**src/rtl/expander_pkg.sv**
```systemverilog
// Shared types for the MCU port expander.
// op_e    : command opcode carried in the top two bits of the MCU nibble bus.
// state_e : controller states.
package expander_pkg;

    localparam int BUS_W_DEFAULT = 4;

    typedef enum logic [1:0] {
        READ   = 2'b00,
        WRITE  = 2'b01,
        OP_OR  = 2'b10,
        OP_AND = 2'b11
    } op_e;

    typedef enum logic [2:0] {
        IDLE,
        RD_TURN,
        RD_DRIVE,
        WR_WAIT,
        IGNORE
    } state_e;

endpackage

```
**src/rtl/expander_sampler.sv**
```systemverilog
// Brings the asynchronous PROG strobe into the clk domain and delays the bus
// samples by the same number of stages, so a bus sample always belongs to the
// prog_n level it is reported with.
// Ports:
//   clk, rst   system clock, async active-high reset
//   prog_n     raw MCU PROG strobe
//   bus_in     raw P2 bus (FPGA side of the translator)
//   bus_s      bus sample aligned with the synchronised prog_n
//   bus_last   bus_s one cycle earlier (the last low-cycle sample at a rise)
//   fall, rise one-cycle pulses on synchronised prog_n edges
module expander_sampler #(
    parameter int BUS_W       = 4,
    parameter int SYNC_STAGES = 2
) (
    input  logic             clk,
    input  logic             rst,
    input  logic             prog_n,
    input  logic [BUS_W-1:0] bus_in,
    output logic [BUS_W-1:0] bus_s,
    output logic [BUS_W-1:0] bus_last,
    output logic             fall,
    output logic             rise
);

    logic [SYNC_STAGES-1:0]            prog_sync_q, prog_sync_d;
    logic [SYNC_STAGES-1:0][BUS_W-1:0] bus_dly_q, bus_dly_d;
    logic                              prog_prev_q, prog_prev_d;
    logic [BUS_W-1:0]                  bus_last_q, bus_last_d;

    always_comb begin
        prog_sync_d = {prog_sync_q[SYNC_STAGES-2:0], prog_n};
        bus_dly_d   = {bus_dly_q[SYNC_STAGES-2:0], bus_in};
        prog_prev_d = prog_sync_q[SYNC_STAGES-1];
        bus_last_d  = bus_dly_q[SYNC_STAGES-1];
    end

    // The chain resets to "low" so that a strobe already low when reset is
    // released never produces a fall; a command needs a fresh falling edge.
    always_ff @(posedge clk or posedge rst) begin
        if (rst) begin
            prog_sync_q <= '0;
            bus_dly_q   <= '0;
            prog_prev_q <= 1'b0;
            bus_last_q  <= '0;
        end else begin
            prog_sync_q <= prog_sync_d;
            bus_dly_q   <= bus_dly_d;
            prog_prev_q <= prog_prev_d;
            bus_last_q  <= bus_last_d;
        end
    end

    assign bus_s    = bus_dly_q[SYNC_STAGES-1];
    assign bus_last = bus_last_q;
    assign fall     = prog_prev_q & ~prog_sync_q[SYNC_STAGES-1];
    assign rise     = ~prog_prev_q & prog_sync_q[SYNC_STAGES-1];

endmodule

```
**src/rtl/mcu_port_expander.sv**
```systemverilog
// MCU I/O-expander slave: decodes PROG-strobed {op,addr} commands from the
// nibble bus, steers the level translator and holds per-port registers.
// Ports:
//   clk, rst            system clock, async active-high reset
//   prog_n, bus_in      MCU strobe and sampled P2 bus
//   bus_out, bus_oe     read data and its tristate enable
//   buf_dir, buf_oe     translator direction (1 = FPGA->MCU) and enable
//   port_in/port_out    per-port external inputs / port registers
//   port_is_out         per-port direction flag (1 after WRITE/OR/AND)
//   wr_stb, rd_stb      per-port completion pulses
//   err_addr            sticky, out-of-range address seen
//   err_timeout         sticky, prog_n held low too long
//
// state    | meaning
// IDLE     | waiting for a prog_n fall
// RD_TURN  | READ captured, waiting for the MCU to release the bus
// RD_DRIVE | translator turned, driving port_in[addr] until rise
// WR_WAIT  | WRITE/OR/AND captured, data taken at rise
// IGNORE   | bad address or timeout, wait for rise without driving
module mcu_port_expander
    import expander_pkg::*;
#(
    parameter int               BUS_W       = BUS_W_DEFAULT,
    parameter int               NUM_PORTS   = 4,
    parameter int               SYNC_STAGES = 2,
    parameter int               TURN_CYC    = 3,
    parameter int               TIMEOUT_CYC = 1024,
    parameter logic [BUS_W-1:0] RST_VAL     = '1
) (
    input  logic                       clk,
    input  logic                       rst,
    input  logic                       prog_n,
    input  logic [BUS_W-1:0]           bus_in,
    output logic [BUS_W-1:0]           bus_out,
    output logic                       bus_oe,
    output logic                       buf_dir,
    output logic                       buf_oe,
    input  logic [NUM_PORTS*BUS_W-1:0] port_in,
    output logic [NUM_PORTS*BUS_W-1:0] port_out,
    output logic [NUM_PORTS-1:0]       port_is_out,
    output logic [NUM_PORTS-1:0]       wr_stb,
    output logic [NUM_PORTS-1:0]       rd_stb,
    output logic                       err_addr,
    output logic                       err_timeout
);

    localparam int AW = BUS_W - 2;
    localparam int TW = $clog2(TURN_CYC + 1);
    localparam int OW = $clog2(TIMEOUT_CYC + 1);

    logic [BUS_W-1:0] bus_s, bus_last, rd_data;
    logic             fall, rise;
    op_e              cmd_op;
    logic [AW-1:0]    cmd_addr;

    state_e           state_q, state_d;
    op_e              op_q, op_d;
    logic [AW-1:0]    addr_q, addr_d;
    logic [TW-1:0]    turn_q, turn_d;
    logic [OW-1:0]    tmo_q, tmo_d;
    logic [BUS_W-1:0] bus_out_q, bus_out_d;
    logic             bus_oe_q, bus_oe_d;
    logic             buf_dir_q, buf_dir_d;
    logic             err_addr_q, err_addr_d;
    logic             err_timeout_q, err_timeout_d;
    logic             wr_req, rd_done, rd_clr;

    expander_sampler #(
        .BUS_W       (BUS_W),
        .SYNC_STAGES (SYNC_STAGES)
    ) u_sampler (
        .clk      (clk),
        .rst      (rst),
        .prog_n   (prog_n),
        .bus_in   (bus_in),
        .bus_s    (bus_s),
        .bus_last (bus_last),
        .fall     (fall),
        .rise     (rise)
    );

    assign cmd_op   = op_e'(bus_s[BUS_W-1 -: 2]);
    assign cmd_addr = bus_s[AW-1:0];
    assign rd_data  = port_in[int'(addr_q)*BUS_W +: BUS_W];

    always_comb begin
        state_d       = state_q;
        op_d          = op_q;
        addr_d        = addr_q;
        turn_d        = turn_q;
        tmo_d         = tmo_q;
        bus_out_d     = '0;
        bus_oe_d      = 1'b0;
        buf_dir_d     = 1'b0;
        err_addr_d    = err_addr_q;
        err_timeout_d = err_timeout_q;
        wr_req        = 1'b0;
        rd_done       = 1'b0;
        rd_clr        = 1'b0;

        if (state_q != IDLE && tmo_q != '0)
            tmo_d = tmo_q - OW'(1);

        case (state_q)
            IDLE: begin
                tmo_d = OW'(TIMEOUT_CYC - 1);
                if (fall) begin
                    if (int'(cmd_addr) >= NUM_PORTS) begin
                        err_addr_d = 1'b1;
                        state_d    = IGNORE;
                    end else begin
                        op_d   = cmd_op;
                        addr_d = cmd_addr;
                        if (cmd_op == READ) begin
                            turn_d  = TW'(TURN_CYC - 1);
                            state_d = RD_TURN;
                        end else begin
                            state_d = WR_WAIT;
                        end
                    end
                end
            end
            RD_TURN: begin
                if (rise) begin
                    rd_done = 1'b1;
                    state_d = IDLE;
                end else if (turn_q == '0) begin
                    // Turn the translator first; bus_oe follows one cycle later.
                    buf_dir_d = 1'b1;
                    bus_out_d = rd_data;
                    rd_clr    = 1'b1;
                    state_d   = RD_DRIVE;
                end else begin
                    turn_d = turn_q - TW'(1);
                end
            end
            RD_DRIVE: begin
                buf_dir_d = 1'b1;
                if (rise) begin
                    // bus_oe drops now, buf_dir a cycle later, so the bus is
                    // never driven against a translator pointing inward.
                    rd_done = 1'b1;
                    state_d = IDLE;
                end else begin
                    bus_oe_d  = 1'b1;
                    bus_out_d = rd_data;
                end
            end
            WR_WAIT: begin
                if (rise) begin
                    wr_req  = 1'b1;
                    state_d = IDLE;
                end
            end
            IGNORE: begin
                if (rise)
                    state_d = IDLE;
            end
            default: state_d = IDLE;
        endcase

        if (state_q != IDLE && !rise && tmo_q == '0) begin
            bus_oe_d      = 1'b0;
            buf_dir_d     = 1'b0;
            bus_out_d     = '0;
            rd_clr        = 1'b0;
            err_timeout_d = 1'b1;
            state_d       = IGNORE;
        end
    end

    always_ff @(posedge clk or posedge rst) begin
        if (rst) begin
            state_q       <= IDLE;
            op_q          <= READ;
            addr_q        <= '0;
            turn_q        <= '0;
            tmo_q         <= OW'(TIMEOUT_CYC - 1);
            bus_out_q     <= '0;
            bus_oe_q      <= 1'b0;
            buf_dir_q     <= 1'b0;
            err_addr_q    <= 1'b0;
            err_timeout_q <= 1'b0;
        end else begin
            state_q       <= state_d;
            op_q          <= op_d;
            addr_q        <= addr_d;
            turn_q        <= turn_d;
            tmo_q         <= tmo_d;
            bus_out_q     <= bus_out_d;
            bus_oe_q      <= bus_oe_d;
            buf_dir_q     <= buf_dir_d;
            err_addr_q    <= err_addr_d;
            err_timeout_q <= err_timeout_d;
        end
    end

    for (genvar p = 0; p < NUM_PORTS; p++) begin : g_port
        localparam logic [AW-1:0] P_ADDR = AW'(p);
        logic             hit;
        logic [BUS_W-1:0] port_q, port_d;
        logic             is_out_q, is_out_d;
        logic             wr_stb_q, wr_stb_d;
        logic             rd_stb_q, rd_stb_d;

        assign hit = (addr_q == P_ADDR);

        always_comb begin
            port_d   = port_q;
            is_out_d = is_out_q;
            wr_stb_d = wr_req & hit;
            rd_stb_d = rd_done & hit;
            if (wr_req && hit) begin
                is_out_d = 1'b1;
                case (op_q)
                    WRITE:   port_d = bus_last;
                    OP_OR:   port_d = port_q | bus_last;
                    OP_AND:  port_d = port_q & bus_last;
                    default: port_d = port_q;
                endcase
            end else if (rd_clr && hit) begin
                is_out_d = 1'b0;
            end
        end

        always_ff @(posedge clk or posedge rst) begin
            if (rst) begin
                port_q   <= RST_VAL;
                is_out_q <= 1'b0;
                wr_stb_q <= 1'b0;
                rd_stb_q <= 1'b0;
            end else begin
                port_q   <= port_d;
                is_out_q <= is_out_d;
                wr_stb_q <= wr_stb_d;
                rd_stb_q <= rd_stb_d;
            end
        end

        assign port_out[p*BUS_W +: BUS_W] = port_q;
        assign port_is_out[p]             = is_out_q;
        assign wr_stb[p]                  = wr_stb_q;
        assign rd_stb[p]                  = rd_stb_q;
    end

    assign bus_out     = bus_out_q;
    assign bus_oe      = bus_oe_q;
    assign buf_dir     = buf_dir_q;
    assign buf_oe      = 1'b1;
    assign err_addr    = err_addr_q;
    assign err_timeout = err_timeout_q;

endmodule

```
**config.mk**
```make
export PLATFORM = sky130hd
export DESIGN_NAME = mcu_port_expander
export DESIGN_NICKNAME = d
export VERILOG_FILES = /design/src/rtl/expander_pkg.sv /design/src/rtl/expander_sampler.sv /design/src/rtl/mcu_port_expander.sv
export SDC_FILE = /design/constraint.sdc
export NUM_CORES = 1
export LEC_CHECK = 0
export ABC_AREA = 1
export CAP_MARGIN = 0
export CORE_MARGIN = 8
export CORE_UTILIZATION = 51
export DETAILED_ROUTE_END_ITERATION = 7
export GPL_ROUTABILITY_DRIVEN = 1
export PLACE_DENSITY = 0.79
export SLEW_MARGIN = 20
export SYNTH_ARGS = -nofsm -noshare
export SYNTH_HDL_FRONTEND = slang
export SYNTH_SLANG_ARGS = --single-unit
```
**constraint.sdc**
```tcl
create_clock -name clk -period 3.2 [get_ports clk]
set_clock_uncertainty 0.15 [all_clocks]
set_input_delay 0.96 -clock clk [delete_from_list [all_inputs] [get_ports clk]]
set_output_delay 0.96 -clock clk [all_outputs]
set_load 0.005 [all_outputs]
```
==> summary.md <==
| Metric | Value |
|---|---|
| Fin. Hold Viols | 0 |
| Pins Over Slew Limit | 0 |
| Fin area | between 0.003 and 0.004 mm² |
| Placed Area | 0.00364 mm² |
| Register area | about 0.0018 mm² |
| Power, Total | 2.48 mW |
| Hold Buf Count CTS | 0 |
| Die Span Y | roughly 94 µm |
| Worst Max-Slew Pin Slew | approximately 760 ps |
| Final min period | between 2000 and 3000 ps |
| GRT Total Usage | 0.166 |
| Unrepaired setup endpoints after global routing | false |
| Syn-to-layout area delta | 23.9% |
| Yosys warns | 0 |
| Fill cells | approximately 470 |
| Worst-path clk slew | around 80 ps |
| Worst EP required | between 2000 and 2500 ps |
| Flops & latches, synth | 70 |
| Maximum clock path buffer count | 2 |
| Critical Path End Type | primary output |
| DRC | 0 |
| Place WS | about 1000 ps |
| Clock Sinks | 70 |
| Multi-input gate area | roughly 0.001 mm² |
| Chip width | roughly 94 µm |
| Setup slack, reg-to-reg | between 1000 and 1500 ps |
| Highest achievable clock rate | between 300 and 400 MHz |
| Critical path's largest stage delay | 550 ps |
| Placer congestion estimate | around 0.87 |
| Crit share post-route | 0.786 |
| Sequential area share after synthesis | 0.577 |
| Core Footprint | roughly 0.006 mm² |
| I/O Buffers | 57 |
| Start of the worst register-to-register path | tmo_q[0] |
| Synth async-reset ratio | 1.00 |
| Synth cell count leaders | nand2_1 (81), dfrtp_1 (44), inv_1 (38), a21oi_1 (35), dfstp_2 (26) |
| Synth Instances | roughly 340 |
| Max-cap viol count | 0 |
| Vias | around 2400 |
| Primary FF master, synth | dfrtp_1 |
| Synth top area share | 0.356 |
| Non-filler cells, final | about 470 |
| Initial antenna violation count | 0 |
| H-tree depth | 3 |
| Critical path depth in cells | 1 |
| Die ar. | between 0.008 and 0.009 mm² |
| Nets | between 400 and 500 |
| Slowest-stage cell, CP | dfstp_2 |
| Drt total wl | 6710 µm |
| Startpoint Class | register |
| Delay-heaviest family, CP | flip-flops |
| Ranking of synthesized cells by area | dfrtp_1 (36%), dfstp_2 (22%), nand2_1 (9.8%) |
| Pin count of the biggest net entering global routing | 71 |
| EDFF count, synth | 0 |
| I/O pins | 60 |
| Reg2Reg Depth | 9 |
| Peak VDD IR | between 0.3 and 0.4 mV |
| Worst Path Arrival | approximately 1400 ps |
| First-pass GRT wire length | ~12000 µm |
| Leak | 1.74 nW |
| Worst setup path start | g_port[2].port_q[2] |
| Worst skew pair latency | between 300 and 400 ps |
| Hold Path Class | register to register |
| Clk root buf | clkbuf_8 |
| Detail Placement HPWL | 5030 µm |
| Status | finished clean |
| Num CTS Buffers | 9 |
| Distinct cells, synth | 30 |
| Number of global-route vias before repair | around 2500 |
| Std cell rows | 28 |
| GR Overflow Total | 0 |
| Final core occ | 0.651 |
| Buf/Inv on CP | 1 |
| Setup ws final | around 680 ps |
| Routed len/inst | around 14 µm |
| Fin Hold WS | about 200 ps |
| Worst-path maximum fanout | 3 |
| Post-CTS setup repair buffer count | 0 |
| Setup violations, final | 0 |
| Kind of critical path | register to primary output |
| Syn Area/Cell | roughly 9.1 µm² |
| PD cells | between 600 and 700 mW/mm² |
| Layout cells sized above 1 | 0.143 |
| Post-cts resize count | 0 |
| Routed Antenna Nets | 0 |
| Slew headroom | 0.495 |
| Iteration-0 DRC Markers | 160 |
| Mapped Nets | 367 |
| Post-synth top area cell | dfrtp_1 |
| CTS tree | done |
| Final antenna diode count | 0 |
| Placed insts | about 460 |
| Setup TNS Final | 0 ps |
| Cell area after synthesis | 0.00309 mm² |
| Pre-antenna DRT Iters | 4 |
| Critical R2R Capture | state_q[1] |
| DR vias/cell | around 5 |
| Crit path cell chain | clkdlybuf4s50_1 |
| Top-count cell post-synth | nand2_1 |
| Worst setup endpoint | port_out[10] |
| Initial core utilization | 0.526 |
[per-layer routing]
layer,vias up,track usage,routed length [µm]
met5,-,0,0
met4,0,0.0845,138
met3,13,0.0432,468
met2,79,0.263,3110
met1,1134,0.205,2990
li1,1184,-,-
[registers in the layout, indices dropped and copies added, names as in the netlist, 3 cells and up]
| register | cells |
|---|---|
| u_sampler.bus_s | 4 |
| g_port.rd_stb_q | 4 |
| g_port.port_q | 16 |
| g_port.wr_stb_q | 4 |
| state_q | 3 |
| u_sampler.bus_dly_d | 4 |
| u_sampler.bus_last | 4 |
| bus_out | 4 |
| g_port.is_out_q | 4 |
| tmo_q | 11 |
[area by class of cell]
type                       count  share of cell area
multi-input combinational    211               0.264
sequential                    70               0.466
clock buffer                  11              0.0398
timing repair buffer          58               0.154
inverter                      43              0.0421
clock inverter                 5             0.00947
tap                           75              0.0245
[placed cells by master, fill, tap and decap left out]
cell type and count:
a21oi_2 1, and3_1 3, a31oi_1 1, o21ai_0 15
clkbuf_1 1, nand4_1 5, buf_12 1, nand3b_1 1
a211oi_1 1, nand2_2 2, inv_1 37, dfrtp_1 44
nand3_1 16, ha_1 3, inv_6 2, nand2_1 81
dfstp_2 26, nor2_1 25, a22oi_1 2, conb_1 2
clkdlybuf4s50_1 57, xor2_1 3, xnor2_1 1, nor2_2 4
o21a_1 1, inv_4 3, inv_2 6, nor3_2 1
clkbuf_8 9, a21oi_1 35, o21ai_1 4, clkbuf_16 1
nor3_1 2, xor2_2 1, o211ai_1 1
[cells by family (layout without fill, tap and decap cells)]
logic type / Yosys count / in the layout / synth area share
XOR/XNOR: 5 / 5 / 0.0166
flip-flops: 70 / 70 / 0.577
buffers and inverters: 60 / 117 / 0.0959
AO/OA/AOI/OAI: 61 / 61 / 0.104
adder cells (fa/ha/maj): 3 / 3 / 0.0121
other: 2 / 2 / 0.00243
AND/OR/NAND/NOR: 140 / 140 / 0.192
[worst min path at each step]
stage	start	end	slack, ps	cells past startpoint
floorplan	u_sampler.bus_dly_d[4]	u_sampler.bus_s[0]	180	0
global placement	u_sampler.bus_dly_d[5]	u_sampler.bus_s[1]	180	0
detailed placement	u_sampler.bus_dly_d[6]	u_sampler.bus_s[2]	190	0
CTS	u_sampler.bus_dly_d[6]	u_sampler.bus_s[2]	200	0
global route	u_sampler.prog_sync_q[0]	u_sampler.prog_sync_q[1]	210	0
finish	u_sampler.prog_sync_q[0]	u_sampler.prog_sync_q[1]	200	0
[power by group]
group	switching [mW]	internal (mW)	total, mW
clock network	0.334	0.335	0.670
registers	0.0942	1.02	1.12
logic	0.426	0.272	0.698
Power figures use the tool's default switching activity.
